--- config.mk ---
export PLATFORM = sky130hd
export DESIGN_NAME = pe
export DESIGN_NICKNAME = d
export VERILOG_FILES = /design/src/rtl/npu_pkg.sv /design/src/rtl/pe.sv
export SDC_FILE = /design/constraint.sdc
export NUM_CORES = 1
export LEC_CHECK = 0
export ABC_AREA = 1
export BUFFER_PORTS_ARGS = -buffer_cell sky130_fd_sc_hd__buf_2
export CAP_MARGIN = 20
export CORE_ASPECT_RATIO = 2
export CORE_MARGIN = 2
export CORE_UTILIZATION = 35
export CTS_CLUSTER_SIZE = 40
export DETAILED_ROUTE_END_ITERATION = 16
export SYNTH_ARGS = -nofsm -noshare
export SYNTH_HDL_FRONTEND = slang
export SYNTH_SLANG_ARGS = --single-unit
--- constraint.sdc ---
create_clock -name clk -period 6.5 [get_ports clk]
set_clock_uncertainty 0.2 [all_clocks]
set_input_delay 0.325 -clock clk [delete_from_list [all_inputs] [get_ports clk]]
set_output_delay 0.325 -clock clk [all_outputs]
set_load 0.02 [all_outputs]
--- src/rtl/npu_pkg.sv ---
// -----------------------------------------------------------------------------
// npu_pkg
// Shared definitions for the systolic-array NPU.
//   NPU_DATA_WIDTH : default operand / result width (two's-complement).
//   NPU_ACC_WIDTH  : default accumulator width; 8 guard bits above a full
//                    product so long dot products do not wrap in practice.
//   relu_sat()     : ReLU followed by saturation to the largest positive
//                    DATA_WIDTH value. Also used by array-level
//                    post-processing, so it works on the default widths.
// -----------------------------------------------------------------------------
package npu_pkg;

    localparam int NPU_DATA_WIDTH = 16;
    localparam int NPU_ACC_WIDTH  = 2 * NPU_DATA_WIDTH + 8;

    // Negative values clamp to zero. Positive values with any bit set at or
    // above the DATA_WIDTH sign position exceed the largest positive result,
    // so they clamp to 2^(DATA_WIDTH-1)-1.
    function automatic logic [NPU_DATA_WIDTH-1:0] relu_sat(
        input logic signed [NPU_ACC_WIDTH-1:0] acc
    );
        logic [NPU_DATA_WIDTH-1:0] act;
        if (acc[NPU_ACC_WIDTH-1]) begin
            act = {NPU_DATA_WIDTH{1'b0}};
        end else if (|acc[NPU_ACC_WIDTH-2:NPU_DATA_WIDTH-1]) begin
            act = {1'b0, {(NPU_DATA_WIDTH-1){1'b1}}};
        end else begin
            act = acc[NPU_DATA_WIDTH-1:0];
        end
        return act;
    endfunction

endpackage

--- src/rtl/pe.sv ---
// -----------------------------------------------------------------------------
// pe
// Processing element of the systolic array. Forwards the A/B operands and
// their valid flag east/south through one register stage, accumulates the
// signed product of valid operand pairs into a wide wrapping accumulator and
// presents the accumulator through a registered ReLU + saturation stage.
//
// Ports
//   clk       in  1   rising-edge clock
//   rst       in  1   asynchronous active-low reset
//   a_in      in  DW  signed A operand from the west neighbour
//   b_in      in  DW  signed B operand from the north neighbour
//   valid_in  in  1   qualifies a_in/b_in for accumulation
//   a_out     out DW  a_in delayed one cycle (to east)
//   b_out     out DW  b_in delayed one cycle (to south)
//   result    out DW  ReLU/saturated accumulator, registered
//   valid_out out 1   valid_in delayed one cycle (not aligned with result)
//
// The accumulator is cleared only by reset; a new tile computation needs a
// reset pulse.
// -----------------------------------------------------------------------------
module pe
    import npu_pkg::*;
#(
    parameter int DATA_WIDTH = NPU_DATA_WIDTH,
    parameter int ACC_WIDTH  = NPU_ACC_WIDTH
) (
    input  logic                  clk,
    input  logic                  rst,
    input  logic [DATA_WIDTH-1:0] a_in,
    input  logic [DATA_WIDTH-1:0] b_in,
    input  logic                  valid_in,
    output logic [DATA_WIDTH-1:0] a_out,
    output logic [DATA_WIDTH-1:0] b_out,
    output logic [DATA_WIDTH-1:0] result,
    output logic                  valid_out
);

    localparam int PROD_WIDTH = 2 * DATA_WIDTH;

    logic signed [PROD_WIDTH-1:0] w_a_ext;
    logic signed [PROD_WIDTH-1:0] w_b_ext;
    logic signed [PROD_WIDTH-1:0] w_prod;
    logic signed [ACC_WIDTH-1:0]  w_prod_ext;
    logic        [DATA_WIDTH-1:0] w_act;

    logic signed [ACC_WIDTH-1:0]  r_acc;
    logic        [DATA_WIDTH-1:0] r_a;
    logic        [DATA_WIDTH-1:0] r_b;
    logic                         r_valid;
    logic        [DATA_WIDTH-1:0] r_result;

    // Operands are widened to the full product width before multiplying so
    // the product is exact and the multiply is purely self-sized.
    assign w_a_ext    = {{DATA_WIDTH{a_in[DATA_WIDTH-1]}}, a_in};
    assign w_b_ext    = {{DATA_WIDTH{b_in[DATA_WIDTH-1]}}, b_in};
    assign w_prod     = w_a_ext * w_b_ext;
    assign w_prod_ext = ACC_WIDTH'(w_prod);

    // With the default widths the shared package helper is reused; any other
    // width pair gets an equivalent width-generic implementation.
    generate
        if ((DATA_WIDTH == NPU_DATA_WIDTH) && (ACC_WIDTH == NPU_ACC_WIDTH)) begin : g_act_pkg
            assign w_act = relu_sat(r_acc);
        end else begin : g_act_generic
            // ReLU then clamp to the largest positive DATA_WIDTH value.
            always_comb begin
                w_act = {DATA_WIDTH{1'b0}};
                if (r_acc[ACC_WIDTH-1]) begin
                    w_act = {DATA_WIDTH{1'b0}};
                end else if (|r_acc[ACC_WIDTH-2:DATA_WIDTH-1]) begin
                    w_act = {1'b0, {(DATA_WIDTH-1){1'b1}}};
                end else begin
                    w_act = r_acc[DATA_WIDTH-1:0];
                end
            end
        end
    endgenerate

    // Operand/valid forwarding: unconditional one-cycle delay.
    always_ff @(posedge clk or negedge rst) begin
        if (!rst) begin
            r_a     <= {DATA_WIDTH{1'b0}};
            r_b     <= {DATA_WIDTH{1'b0}};
            r_valid <= 1'b0;
        end else begin
            r_a     <= a_in;
            r_b     <= b_in;
            r_valid <= valid_in;
        end
    end

    // Accumulator: adds the product on valid cycles, wraps on overflow.
    always_ff @(posedge clk or negedge rst) begin
        if (!rst) begin
            r_acc <= {ACC_WIDTH{1'b0}};
        end else if (valid_in) begin
            r_acc <= r_acc + w_prod_ext;
        end else begin
            r_acc <= r_acc;
        end
    end

    // Result register: samples the activation of the current accumulator
    // every cycle, giving two cycles from operand sample to result.
    always_ff @(posedge clk or negedge rst) begin
        if (!rst) begin
            r_result <= {DATA_WIDTH{1'b0}};
        end else begin
            r_result <= w_act;
        end
    end

    assign a_out     = r_a;
    assign b_out     = r_b;
    assign valid_out = r_valid;
    assign result    = r_result;

endmodule

# Word level (Yosys, flattened, before mapping)
# Cells that the tools add are included.
[totals]
out_inout_bits = 49
inputBits = 35
memories = 0
register_bits = 89
elab_cells = 10
ram_bits = 0
latchBits = 0
rom_bits = 0
[classes]
mux = 2
n_mul = 1
n_eq_ne = 0
bitwise = 0
reduce_logical = 1
div_mod_pow = 0
n_shift = 0
order_cmp = 0
addsub = 1
[ops]
columns = ["cell", "n"]
rows = [
  ["40-bit by 32-bit adder with 40-bit output", 1],
  ["16-bit by 16-bit multiplier with 32-bit output", 1],
  ["16-bit two-way mux", 2],
  ["24-bit OR reduction", 1],
]

# Logic depth before layout (Yosys ltp)
[logic_depth]
ltp_word = 3
depth_mapped = 28

# Worst setup path before layout
# OpenSTA, ideal clock, no wires.
[synth_path]
path_type = "in2reg"
from = "in a_in[15]"
to = "reg r_acc[38]"
setup_slack_ns = 0.276
arrival_time_ns = 5.906
required_time_ns = 6.183
setup_time_ns = 0.117
path_buffers = 2
path_stages = 26
cell_sequence = "buf_2 clkbuf_1 nand2_1 inv_1 fa_1 inv_1 fa_1 inv_1 fa_1 inv_1 fa_1 inv_1 fa_1 inv_1 fa_1 inv_1 ha_1 nand2_1 nor3_1 nand2_1 nor2_1 nand3_1 nand3_1 nand2_1 nand3_1 nand2_1"
[synth_via]
elab_chain_cells = 2
[synth_lines]
columns = ["item", "line_no", "text"]
rows = [
  ["from (decl)", "pe.sv:30", "input logic [DATA_WIDTH-1:0] a_in,"],
  ["16-bit by 16-bit multiplier with 32-bit output", "pe.sv:57", "assign w_prod = w_a_ext * w_b_ext;"],
  ["40-bit by 32-bit adder with 40-bit output", "pe.sv:98", "r_acc <= r_acc + w_prod_ext;"],
  ["to (signal assigned)", "pe.sv:96", "r_acc <= {ACC_WIDTH{1'b0}};"],
  ["to (signal assigned)", "pe.sv:98", ""],
  ["to (signal assigned)", "pe.sv:100", "r_acc <= r_acc;"],
  ["to (decl)", "pe.sv:47", "logic signed [ACC_WIDTH-1:0] r_acc;"],
]
# No other way between the ends.
# A chain may end at the register's enable or synchronous reset.

# Final worst setup path
[layout_path]
from = "in b_in[10]"
to = "reg r_acc[37]"
[layout_via]
elab_chain_cells = 2
[layout_lines]
columns = ["item", "line_no", "text"]
rows = [
  ["from (decl)", "pe.sv:31", "input logic [DATA_WIDTH-1:0] b_in,"],
  ["16-bit by 16-bit multiplier with 32-bit output", "pe.sv:57", ""],
  ["40-bit by 32-bit adder with 40-bit output", "pe.sv:98", ""],
]
# No other way between the ends.

==> run_results.csv <==
group,metric,value,unit
synth,synth_area,16400,um^2
placement,portBuffers,83,
floorplan,start_util,35.3,%
drt,dr.pass1.iters,5,
timing,max_freq,0.162,GHz
setup_path,cp-start-kind,"primary input",
timing,grt_setup_unrepaired,"no",
global_route,grt_pass1_vias,14500,
setup_path,required,6.58,ns
setup_path,cp_slowest_cell,"fa_2",
drt,wl_per_cell,17.0,um
cells_and_area,n_antenna_cell,0,
synth,seq_area_frac_synth,13.6,%
clocking,clkSinkCount,89,
synth,yosys_most_used_dff,"dfrtp_1",
timing,hold_viol,0,
setup_path,critPathMostFrequentCell,"inv_1",
synth,synthArstFlopShare,100,%
global_route,track_usage,20.8,%
setup_path,path_delay_family,"adder cells",
cells_and_area,final_common_cell,"inv_1",
cells_and_area,syn_to_final_growth,10.3,%
cells_and_area,fill_cells,4842,
synth,syn-instance-count,2060,
clocking,cts_tree,"yes",
clocking,post-cts-setup-buffers,0,
clocking,cts.clk_slew.worst_paths,0.08,ns
run,max_cap_violations,0,
setup_path,critPathMaxFanout,10,
clocking,worst_skew_pair.late_latency,0.38,ns
floorplan,std_cell_rows,112,
drt,drt_iter0_drc,483,
min_path,hold_class,"in2reg",
timing,slew-limit-headroom,41.4,%
setup_path,endpoint_kind,"register",
timing,finalSetupViolCount,0,
clocking,h-tree-depth,3,
placement,gp_congestion,0.956,
outcome,status,"complete, no violations",
synth,ys_ff_latch,89,
cells_and_area,layout_common_cells,"inv_1 (625), nand2_1 (539), fa_1 (327), ha_1 (114), dfrtp_1 (89)",
timing,fin_ws,0.320,ns
drt,ant_nets,0,
placement,pre_cts_slack,-0.136,ns
setup_path,path_buf_inv,9,
setup_path,worstPathArrival,6.26,ns
floorplan,dieHeight,310,um
timing,drv_slew,0,
synth,yosys_warnings,0,
synth,syn_nets,2540,
drt,drc_errors,0,
timing,fin_tns_setup,0,ns
cells_and_area,drive_gt1_share,7.80,%
drt,vias,12700,
global_route,antenna_found_initial,0,
clocking,clockRootBuffer,"clkbuf_16",
global_route,grt_max_degree,66,
floorplan,coreArea,46500,um^2
synth,synth.distinct_cells,33,
cells_and_area,nNetsFinal,2615,
drt,drt-total-wl,47000,um
drt,avgViaCountPerCell,4.58,
floorplan,die_area,48800,um^2
clocking,cts_buffers,9,
setup_path,r2r_setup_slack,1.43,ns
floorplan,ios,84,
synth,synth.avg_cell_area,7.98,um^2
setup_path,cpPeakStageDelay,0.68,ns
cells_and_area,fin_util,39.0,%
timing,post-route-period-util,95.1,%
setup_path,criticalPathCategory,"in2reg",
synth,synth-edff-count,0,
timing,layout_min_cycle_time,6.18,ns
floorplan,fp.dieW,157,um
timing,worstMarginPinSlew,0.877,ns
clocking,clockBufferDepth,2,
global_route,overflow,0,
global_route,grt_pass1_wl,76200,um
placement,place_hpwl,41400,um
==> cells by family after synthesis <==
| logic type | synth area share (%) |
|---|---|
| and+or+nand+nor | 18.0 |
| buffers and inverters | 16.1 |
| adders and majority gates | 49.0 |
| AOI/OAI and AO/OA | 2.89 |
| DFF | 13.6 |
| xor gates and xnor gates | 0.533 |
| other | 0.0228 |
==> area by class of cell <==
cell class / instances / area, um^2 / share of cell area [%]
multi-input cells: 1272 / 11600 / 63.9
repair buffers: 136 / 868 / 4.79
clock buffers: 10 / 229 / 1.26
clock inverters: 6 / 75.1 / 0.414
well taps: 627 / 785 / 4.33
inverters: 627 / 2350 / 13.0
flip-flops and latches: 89 / 2230 / 12.3
==> worst paths after layout <==
kind / startpoint / to / cells after the start
worst max-delay path: b_in[10] / r_acc[37] / 25
worst min-delay path: b_in[13] / b_out[13] / 1
worst max register to register: r_acc[15] / r_acc[38] / 20
worst min register to register: r_acc[24] / r_acc[24] / 2
max in group asynchronous: rst / b_out[8] / 4
min in group asynchronous: rst / a_out[12] / 2
==> timing repair <==
| action | in CTS | in global routing |
|---|---|---|
| hold endpoints to repair | 30 | 0 |
| hold buffers | 7 | 0 |
| resized for setup | 0 | 12 |
| endpoints found under the setup margin | 0 | 8 |
==> Yosys cell counts, types with 2 or more instances <==
library cell | count | area, um^2
nor3_1 | 8 | 40.0
buf_2 | 7 | 35.0
o21bai_1 | 8 | 60.1
nor3_2 | 2 | 20.0
nor2_1 | 82 | 308
or2_1 | 3 | 18.8
nand2_1 | 540 | 2030
ha_1 | 115 | 1440
nand2_2 | 2 | 12.5
inv_1 | 626 | 2350
clkbuf_1 | 64 | 240
or2_2 | 2 | 12.5
nand3_1 | 57 | 285
nand3b_1 | 7 | 52.6
a21oi_1 | 44 | 220
fa_1 | 330 | 6610
o21ai_0 | 30 | 150
o21ai_1 | 4 | 20.0
xor2_1 | 2 | 17.5
nand4_1 | 11 | 68.8
dfrtp_1 | 89 | 2230
nand3_2 | 4 | 40.0
nor2_2 | 2 | 12.5
nor4_1 | 3 | 18.8
xnor2_1 | 8 | 70.1
o22ai_1 | 3 | 18.8
==> metrics by stage <==
stage                     hold WS, ns  instances  instance area (um^2)
after CTS                      0.0561       2766                 18100
after detailed placement       0.0418       2743                 17700
final                          0.0855       2767                 18100
after floorplan                -0.171       2060                 16400
after global routing           0.0738       2767                 18100
after global placement         0.0324       2743                 17700
==> per-layer routing <==
metal / wire length [um] / share of wire [%] / global-route usage, % / vias up
met1: 15100 / 32 / 19.1 / 6334
met2: 28500 / 61 / 43.4 / 254
met5: 0 / 0 / 0 / -
li1: - / - / - / 5985
met3: 1040 / 2.2 / 1.85 / 107
met4: 2420 / 5.1 / 10.5 / 0
==> sequential cells by signal, indices dropped and copies added, names as in the netlist <==
signal / cells
a_out: 16
result: 16
r_acc: 40
valid_out: 1
b_out: 16
Power is not shown: default switching activity piles up to over one toggle a cycle in this logic, so the estimate is an artifact.
